`config.mk`:
```
export PLATFORM = sky130hd
export DESIGN_NAME = dispense_sequencer_flat
export DESIGN_NICKNAME = d
export VERILOG_FILES = /design/src/rtl/dispense_sequencer_if.sv /design/src/rtl/dispense_sequencer.sv /design/src/flat_wrapper.sv
export SDC_FILE = /design/constraint.sdc
export NUM_CORES = 1
export LEC_CHECK = 0
export BUFFER_PORTS_ARGS = -buffer_cell sky130_fd_sc_hd__clkbuf_2
export CELL_PAD_IN_SITES_DETAIL_PLACEMENT = 1
export CELL_PAD_IN_SITES_GLOBAL_PLACEMENT = 1
export CORE_ASPECT_RATIO = 1.4
export CORE_UTILIZATION = 47
export CTS_CLUSTER_DIAMETER = 80
export DETAILED_ROUTE_END_ITERATION = 8
export MAX_ROUTING_LAYER = met4
export PLACE_DENSITY_LB_ADDON = 0.1
export SYNTH_ARGS = -nofsm -noshare
export SYNTH_HDL_FRONTEND = slang
export SYNTH_SLANG_ARGS = --single-unit
```
`constraint.sdc`:
```
create_clock -name clk -period 3 [get_ports clk]
set_clock_uncertainty 0.05 [all_clocks]
set_input_delay 0.3 -clock clk [delete_from_list [all_inputs] [get_ports clk]]
set_output_delay 0.3 -clock clk [all_outputs]
set_load 0.05 [all_outputs]
```
`src/rtl/dispense_sequencer_if.sv`:
```
// Pi-side control/status bundle for the dispense sequencer.
// The Pi (master) drives requests and settings; the sequencer (slave) drives motors and status.
interface dispense_sequencer_if #(
   parameter int DUTY_W = 7,
   parameter int CNT_W  = 16
);
   logic              req;
   logic [1:0]        amount;
   logic              abort;
   logic              dir;
   logic [DUTY_W-1:0] duty;
   logic              step_o;
   logic              dir_o;
   logic              dc_in1;
   logic              dc_in2;
   logic              dc_pwm;
   logic              busy;
   logic              done;
   logic              err;
   logic [CNT_W-1:0]  steps_left;

   modport master (
      output req, amount, abort, dir, duty,
      input  step_o, dir_o, dc_in1, dc_in2, dc_pwm, busy, done, err, steps_left
   );

   modport slave (
      input  req, amount, abort, dir, duty,
      output step_o, dir_o, dc_in1, dc_in2, dc_pwm, busy, done, err, steps_left
   );
endinterface

```
`src/rtl/dispense_sequencer.sv`:
```
// Dispense sequencer: steps a stepper a table-selected number of steps while running a
// PWM-driven DC motor, keeps the DC motor running for a settle time, then handshakes done to the Pi.
module dispense_sequencer #(
   parameter int STEP_DIV    = 4000,
   parameter int PWM_PERIOD  = 100,
   parameter int DUTY_W      = 7,
   parameter int CNT_W       = 16,
   parameter int STEPS_SMALL = 200,
   parameter int STEPS_MED   = 400,
   parameter int STEPS_LARGE = 600,
   parameter int SETTLE_CYC  = 1000
) (
   input  logic           clk,
   input  logic           rstn,
   dispense_sequencer_if.slave bus
);
   localparam int DIV_W = (STEP_DIV > 1) ? $clog2(STEP_DIV) : 1;
   localparam int PWM_W = $clog2(PWM_PERIOD);
   localparam int SET_W = (SETTLE_CYC > 1) ? $clog2(SETTLE_CYC) : 1;

   typedef enum logic [2:0] {IDLE, RUN, SETTLE, DONE, ERROR} state_t;

   state_t state, state_nxt;

   logic              req_p0, req_p1, req_p2, abort_p0, abort_p1, vld_p0, vld_p1, armed;
   logic [1:0]        amount_p0, amount_p1;
   logic              req_rise, div_wrap, drive;
   logic [DIV_W-1:0]  div_cnt, div_d;
   logic [PWM_W-1:0]  pwm_cnt, pwm_d;
   logic [SET_W-1:0]  settle_cnt, settle_d;
   logic [CNT_W-1:0]  steps_left, steps_d;
   logic [DUTY_W-1:0] duty_l, duty_d;
   logic              step_r, step_d, dir_r, dir_d;
   logic              dc_in1_r, dc_in1_d, dc_in2_r, dc_in2_d, dc_pwm_r, dc_pwm_d;
   logic              busy_r, busy_d, done_r, done_d, err_r, err_d;

   function automatic logic [CNT_W-1:0] steps_for(input logic [1:0] code);
      case (code)
         2'b00:   return CNT_W'(STEPS_SMALL);
         2'b01:   return CNT_W'(STEPS_MED);
         default: return CNT_W'(STEPS_LARGE);
      endcase
   endfunction

   function automatic logic [PWM_W-1:0] pwm_step(input logic [PWM_W-1:0] c);
      return (c == PWM_W'(PWM_PERIOD - 1)) ? '0 : c + 1'b1;
   endfunction

   // Stage p0/p1: two-flop synchronisers; p2 is the previous req for edge detection.
   // armed only after the chain has refilled and req was seen low, so a req held
   // high across reset release never counts as a rising edge.
   always_ff @(posedge clk or negedge rstn) begin
      if (!rstn) begin
         req_p0    <= 1'b0;
         req_p1    <= 1'b0;
         req_p2    <= 1'b0;
         abort_p0  <= 1'b0;
         abort_p1  <= 1'b0;
         amount_p0 <= 2'b00;
         amount_p1 <= 2'b00;
         vld_p0    <= 1'b0;
         vld_p1    <= 1'b0;
         armed     <= 1'b0;
      end else begin
         req_p0    <= bus.req;
         req_p1    <= req_p0;
         req_p2    <= req_p1;
         abort_p0  <= bus.abort;
         abort_p1  <= abort_p0;
         amount_p0 <= bus.amount;
         amount_p1 <= amount_p0;
         vld_p0    <= 1'b1;
         vld_p1    <= vld_p0;
         if (vld_p1 && !req_p1) armed <= 1'b1;
      end
   end

   assign req_rise = armed && req_p1 && !req_p2;
   assign div_wrap = (div_cnt == DIV_W'(STEP_DIV - 1));

   always_ff @(posedge clk or negedge rstn) begin
      if (!rstn) state <= IDLE;
      else       state <= state_nxt;
   end

   always_comb begin
      state_nxt = state;
      case (state)
         IDLE:    if (req_rise) state_nxt = (amount_p1 == 2'b11) ? ERROR : RUN;
         RUN:     if (abort_p1 || (div_wrap && step_r && steps_left == CNT_W'(1)))
                     state_nxt = SETTLE;
         SETTLE:  if (settle_cnt == SET_W'(SETTLE_CYC - 1)) state_nxt = DONE;
         DONE,
         ERROR:   if (!req_p1) state_nxt = IDLE;
         default: state_nxt = IDLE;
      endcase
   end

   // Outputs are computed from the next state so that the registered copies line up with it.
   always_comb begin
      step_d   = 1'b0;
      div_d    = '0;
      pwm_d    = '0;
      settle_d = '0;
      steps_d  = steps_left;
      dir_d    = dir_r;
      duty_d   = duty_l;
      case (state)
         IDLE: begin
            if (req_rise && amount_p1 != 2'b11) begin
               steps_d = steps_for(amount_p1);
               dir_d   = bus.dir;
               duty_d  = bus.duty;
            end
         end
         RUN: begin
            pwm_d = pwm_step(pwm_cnt);
            if (!abort_p1) begin
               if (div_wrap) begin
                  step_d = !step_r;
                  if (step_r) steps_d = steps_left - 1'b1;
               end else begin
                  step_d = step_r;
                  div_d  = div_cnt + 1'b1;
               end
            end
         end
         SETTLE: begin
            pwm_d    = pwm_step(pwm_cnt);
            settle_d = settle_cnt + 1'b1;
         end
         default: ;
      endcase
      drive    = (state_nxt == RUN) || (state_nxt == SETTLE);
      dc_in1_d = drive;
      dc_in2_d = 1'b0;
      dc_pwm_d = drive && (32'(pwm_d) < 32'(duty_d));
      busy_d   = drive;
      done_d   = (state_nxt == DONE) || (state_nxt == ERROR);
      err_d    = (state_nxt == ERROR);
   end

   always_ff @(posedge clk or negedge rstn) begin
      if (!rstn) begin
         div_cnt    <= '0;
         pwm_cnt    <= '0;
         settle_cnt <= '0;
         steps_left <= '0;
         duty_l     <= '0;
         dir_r      <= 1'b0;
         step_r     <= 1'b0;
         dc_in1_r   <= 1'b0;
         dc_in2_r   <= 1'b0;
         dc_pwm_r   <= 1'b0;
         busy_r     <= 1'b0;
         done_r     <= 1'b0;
         err_r      <= 1'b0;
      end else begin
         div_cnt    <= div_d;
         pwm_cnt    <= pwm_d;
         settle_cnt <= settle_d;
         steps_left <= steps_d;
         duty_l     <= duty_d;
         dir_r      <= dir_d;
         step_r     <= step_d;
         dc_in1_r   <= dc_in1_d;
         dc_in2_r   <= dc_in2_d;
         dc_pwm_r   <= dc_pwm_d;
         busy_r     <= busy_d;
         done_r     <= done_d;
         err_r      <= err_d;
      end
   end

   assign bus.step_o     = step_r;
   assign bus.dir_o      = dir_r;
   assign bus.dc_in1     = dc_in1_r;
   assign bus.dc_in2     = dc_in2_r;
   assign bus.dc_pwm     = dc_pwm_r;
   assign bus.busy       = busy_r;
   assign bus.done       = done_r;
   assign bus.err        = err_r;
   assign bus.steps_left = steps_left;
endmodule
```
`src/flat_wrapper.sv`:
```
// flat-port wrapper written by rule: the top's interface ports become plain ports
module dispense_sequencer_flat 
#(
   parameter int STEP_DIV    = 4000,
   parameter int PWM_PERIOD  = 100,
   parameter int DUTY_W      = 7,
   parameter int CNT_W       = 16,
   parameter int STEPS_SMALL = 200,
   parameter int STEPS_MED   = 400,
   parameter int STEPS_LARGE = 600,
   parameter int SETTLE_CYC  = 1000
)
  (clk, rstn, bus_req, bus_amount, bus_abort, bus_dir, bus_duty, bus_step_o, bus_dir_o, bus_dc_in1, bus_dc_in2, bus_dc_pwm, bus_busy, bus_done, bus_err, bus_steps_left);
  dispense_sequencer_if #(.DUTY_W(DUTY_W), .CNT_W(CNT_W)) bus_i ();
  input  logic clk;
  input  logic rstn;
  input wire logic [$bits(bus_i.req)-1:0] bus_req;
  input wire logic [$bits(bus_i.amount)-1:0] bus_amount;
  input wire logic [$bits(bus_i.abort)-1:0] bus_abort;
  input wire logic [$bits(bus_i.dir)-1:0] bus_dir;
  input wire logic [$bits(bus_i.duty)-1:0] bus_duty;
  output wire logic [$bits(bus_i.step_o)-1:0] bus_step_o;
  output wire logic [$bits(bus_i.dir_o)-1:0] bus_dir_o;
  output wire logic [$bits(bus_i.dc_in1)-1:0] bus_dc_in1;
  output wire logic [$bits(bus_i.dc_in2)-1:0] bus_dc_in2;
  output wire logic [$bits(bus_i.dc_pwm)-1:0] bus_dc_pwm;
  output wire logic [$bits(bus_i.busy)-1:0] bus_busy;
  output wire logic [$bits(bus_i.done)-1:0] bus_done;
  output wire logic [$bits(bus_i.err)-1:0] bus_err;
  output wire logic [$bits(bus_i.steps_left)-1:0] bus_steps_left;
  assign bus_i.req = bus_req;
  assign bus_i.amount = bus_amount;
  assign bus_i.abort = bus_abort;
  assign bus_i.dir = bus_dir;
  assign bus_i.duty = bus_duty;
  assign bus_step_o = bus_i.step_o;
  assign bus_dir_o = bus_i.dir_o;
  assign bus_dc_in1 = bus_i.dc_in1;
  assign bus_dc_in2 = bus_i.dc_in2;
  assign bus_dc_pwm = bus_i.dc_pwm;
  assign bus_busy = bus_i.busy;
  assign bus_done = bus_i.done;
  assign bus_err = bus_i.err;
  assign bus_steps_left = bus_i.steps_left;
  dispense_sequencer #(.STEP_DIV(STEP_DIV), .PWM_PERIOD(PWM_PERIOD), .DUTY_W(DUTY_W), .CNT_W(CNT_W), .STEPS_SMALL(STEPS_SMALL), .STEPS_MED(STEPS_MED), .STEPS_LARGE(STEPS_LARGE), .SETTLE_CYC(SETTLE_CYC)) u_core (.clk(clk), .rstn(rstn), .bus(bus_i));
endmodule
```
==> results.cfg <==
[layout]
multiInputGateArea_sq_um = 1750
final_cell_mix = dfrtp_1 (73), nor2_1 (36), clkbuf_2 (35), nand2_1 (26), inv_1 (20)
regArea_sq_um = 1830
fin_nets = 429
fillers = 861
syn_to_final_growth_pct = 15.0
layout_commonest_cell = dfrtp_1
drive_above_1_share_pct = 19.3
final-instance-count-excl-fill = 509
fin_util_pct = 55.9
n_antenna_cell = 0

[logic_synthesis]
synth-edff-count = 0
ys_types = 66
synth_area_sq_um = 3770
seq_area_frac_synth_pct = 48.5
synth_seq_cells = 73
ys.warnings.count = 0
syn_nets = 382
async_reset_ff_share_pct = 100
avgSynthCellArea_sq_um = 10.6
synth_flop_cell = dfrtp_1
synth_cells = 357

[timing]
timing.fmax_mhz = 363
fin_crit_sh_pct = 91.9
fin_setup_tns_ns = 0
rsz0062_at_grt = no
whs_ns = 0.00567
slew_headroom_pct = 38.8
finalHoldViolations = 0
setup_ws_ns = 0.243
layout_min_cycle_time_ns = 2.76
max_slew.worst_pin.slew_ns = 0.918
drv_slew = 0
finalSetupViolations = 0

[global_route]
grt_max_degree = 74
antenna_found_initial = 0
grt_pass1_wl_um = 15000
grt_pass1_vias = 3009
overflow = 0
track_usage_pct = 24.2

[critical_path]
worstSetupEndpointType = register
required_ns = 3.22
max_stage_delay_ns = 0.42
path_cells = nor4b_4 > and3_1 > mux2i_1 > ha_1 > a21o_1 > a21o_1 > a211o_1 > a211oi_1
cp-start-kind = register
crit_top_cell = a21o_1
worst-setup-path-type = register to register
worstSetupStartpoint = u_core.state[2]
cp_data_arrival_time_ns = 2.98
timing.rr.start = u_core.state[2]
slowest_stage = dfrtp_1
crit_path_max_fanout = 6

[clocking]
clkSlewWorstSetupHoldPaths_ns = 0.08
root_buffer = clkbuf_8
cts_hold_buf = 4
tritoncts = done
cts_resized = 0
h-tree-depth = 3
cts_setup_buffers = 0
clk_latency_ns = 0.37
cts.path.max_buffers = 2
cts_sinks = 73
cts_buffers = 9

[detailed_routing]
wl_met2_um = 4740
wl_um = 8980
dr.pass1.iters = 4
via_per_inst = 5.64
drt-initial-drc-count = 141
wl_per_cell_um = 17.6
ant_nets = 0
route.detailed.drc = 0
met1_length_um = 3810
routed.top_layer = met4
dr_wl_met3_um = 233
dr_total_vias = 2871

[floorplanning]
start_util_pct = 48.6
dieHeight_um = 108
die-area_sq_um = 8380
fp.dieW_um = 77.7
core_area_sq_um = 7750
ios = 38
rows = 38

[placed_design]
place_inst = 489
place_congestion = 0.784
hpwl_um = 6370
dp_worst_setup_slack_ns = 0.271
io_buffers = 36

[flow_run]
maxCapViolations = 0

[power]
power_frac_comb_pct = 39.5
p_int_mw = 2.19
netSwitchingFraction_pct = 41.7
leakage_nw = 1.96
switchingPower_mw = 1.57
vdd_drop_max_uv = 613
p_seq_share_pct = 35.3
p_per_area_nw_per_um2 = 866
p_clk_share_pct = 25.2

[worst_hold_path]
min-delay-path-class = input port to asynchronous set/reset pin

[run_status]
outcome = complete, no violations
==> worst max-delay path: cells and delay by family, from the launching register on <==
kind	cells	cell delay (ns)
simple gates	2	0.80
compound gates	4	0.81
fa+ha+maj	1	0.29
mux	1	0.30
flops	1	0.42
==> metrics by stage <==
step	area, sq um	power, mW
after global placement	4050	2.79
after detailed placement	4050	2.84
final	4330	3.75
after global routing	4330	3.97
after floorplan	3770	2.41
after CTS	4330	3.80
==> metal layers <==
metal  GRT usage [%]  vias up
met5               -        -
met4            10.5        0
met3            4.39       13
met2            41.0       39
met1            28.1     1439
li1                -     1380
==> sequential cells by signal, summed over array words and instances, names as in the netlist, 2 cells and up <==
register               cells
u_core.bus.steps_left     16
u_core.amount_p0           2
u_core.state               3
u_core.duty_l              7
u_core.settle_cnt         10
u_core.div_cnt            12
u_core.pwm_cnt             7
u_core.amount_p1           2
==> synthesized netlist by cell type, drive strengths merged (2+ instances only) <==
master / count / area [sq um]
nand2b: 8 / 50.1
and3: 7 / 43.8
o31ai: 4 / 30.0
mux2i: 11 / 110
or4: 2 / 18.8
nand4: 8 / 50.1
a31o: 2 / 17.5
nor3: 9 / 50.1
nand2: 26 / 97.6
o21ai: 5 / 25.0
nor4b: 2 / 32.5
a2111oi: 3 / 45.0
inv: 20 / 75.1
nor2: 36 / 135
conb: 2 / 7.51
xor2: 8 / 70.1
a31oi: 3 / 33.8
a21o: 3 / 22.5
nand3: 17 / 90.1
buf: 13 / 104
dfrtp: 73 / 1830
nor3b: 3 / 27.5
ha: 11 / 138
nand3b: 2 / 15.0
and4: 3 / 26.3
nor4: 5 / 43.8
o31a: 2 / 17.5
xnor2: 16 / 140
or3b: 2 / 17.5
a2111o: 5 / 56.3
a311o: 2 / 20.0
nor4bb: 3 / 30.0
nand4b: 2 / 17.5
clkbuf: 3 / 11.3
or3: 4 / 25.0
o41ai: 6 / 52.6
a21oi: 10 / 50.1
==> power groups by stage <==
stage / Combinational [mW] / Sequential [mW] / Clock [mW]
floorplan: 0.809 / 1.60 / 0
global placement: 1.45 / 1.34 / 0
detailed placement: 1.49 / 1.35 / 0
CTS: 1.51 / 1.33 / 0.969
global route: 1.62 / 1.35 / 1.00
finish: 1.48 / 1.33 / 0.946
==> area by class of cell <==
cell class | count | area share (%)
Clock inverter | 7 | 2.74
Inverter | 20 | 1.73
Multi-Input combinational cell | 248 | 40.4
Sequential cell | 73 | 42.2
Timing Repair Buffer | 52 | 7.22
Clock buffer | 9 | 2.86
Tap cell | 100 | 2.89
==> path summary, 6_finish.rpt <==
kind	endpoint	slack, ns	cells past startpoint
max in group asynchronous	u_core.duty_l[3]	2.29	1
min in group clk	u_core.bus.dir_o	0.09	3
setup / recovery	u_core.bus.dc_pwm	0.24	8
hold reg to reg	u_core.vld_p1	0.30	0
setup reg to reg	u_core.bus.dc_pwm	0.24	8
hold / removal	u_core.div_cnt[7]	0.006	1
==> kinds of logic after synthesis <==
family                   synth area share (%)
flip-flops                               48.5
AND/OR/NAND/NOR                          21.1
XOR/XNOR                                 5.58
multiplexers                             3.32
buffers and inverters                    5.05
other                                   0.199
AO/OA/AOI/OAI                            12.7
adder cells (fa/ha/maj)                  3.65
Note: power is estimated with default switching activity, not from simulation.
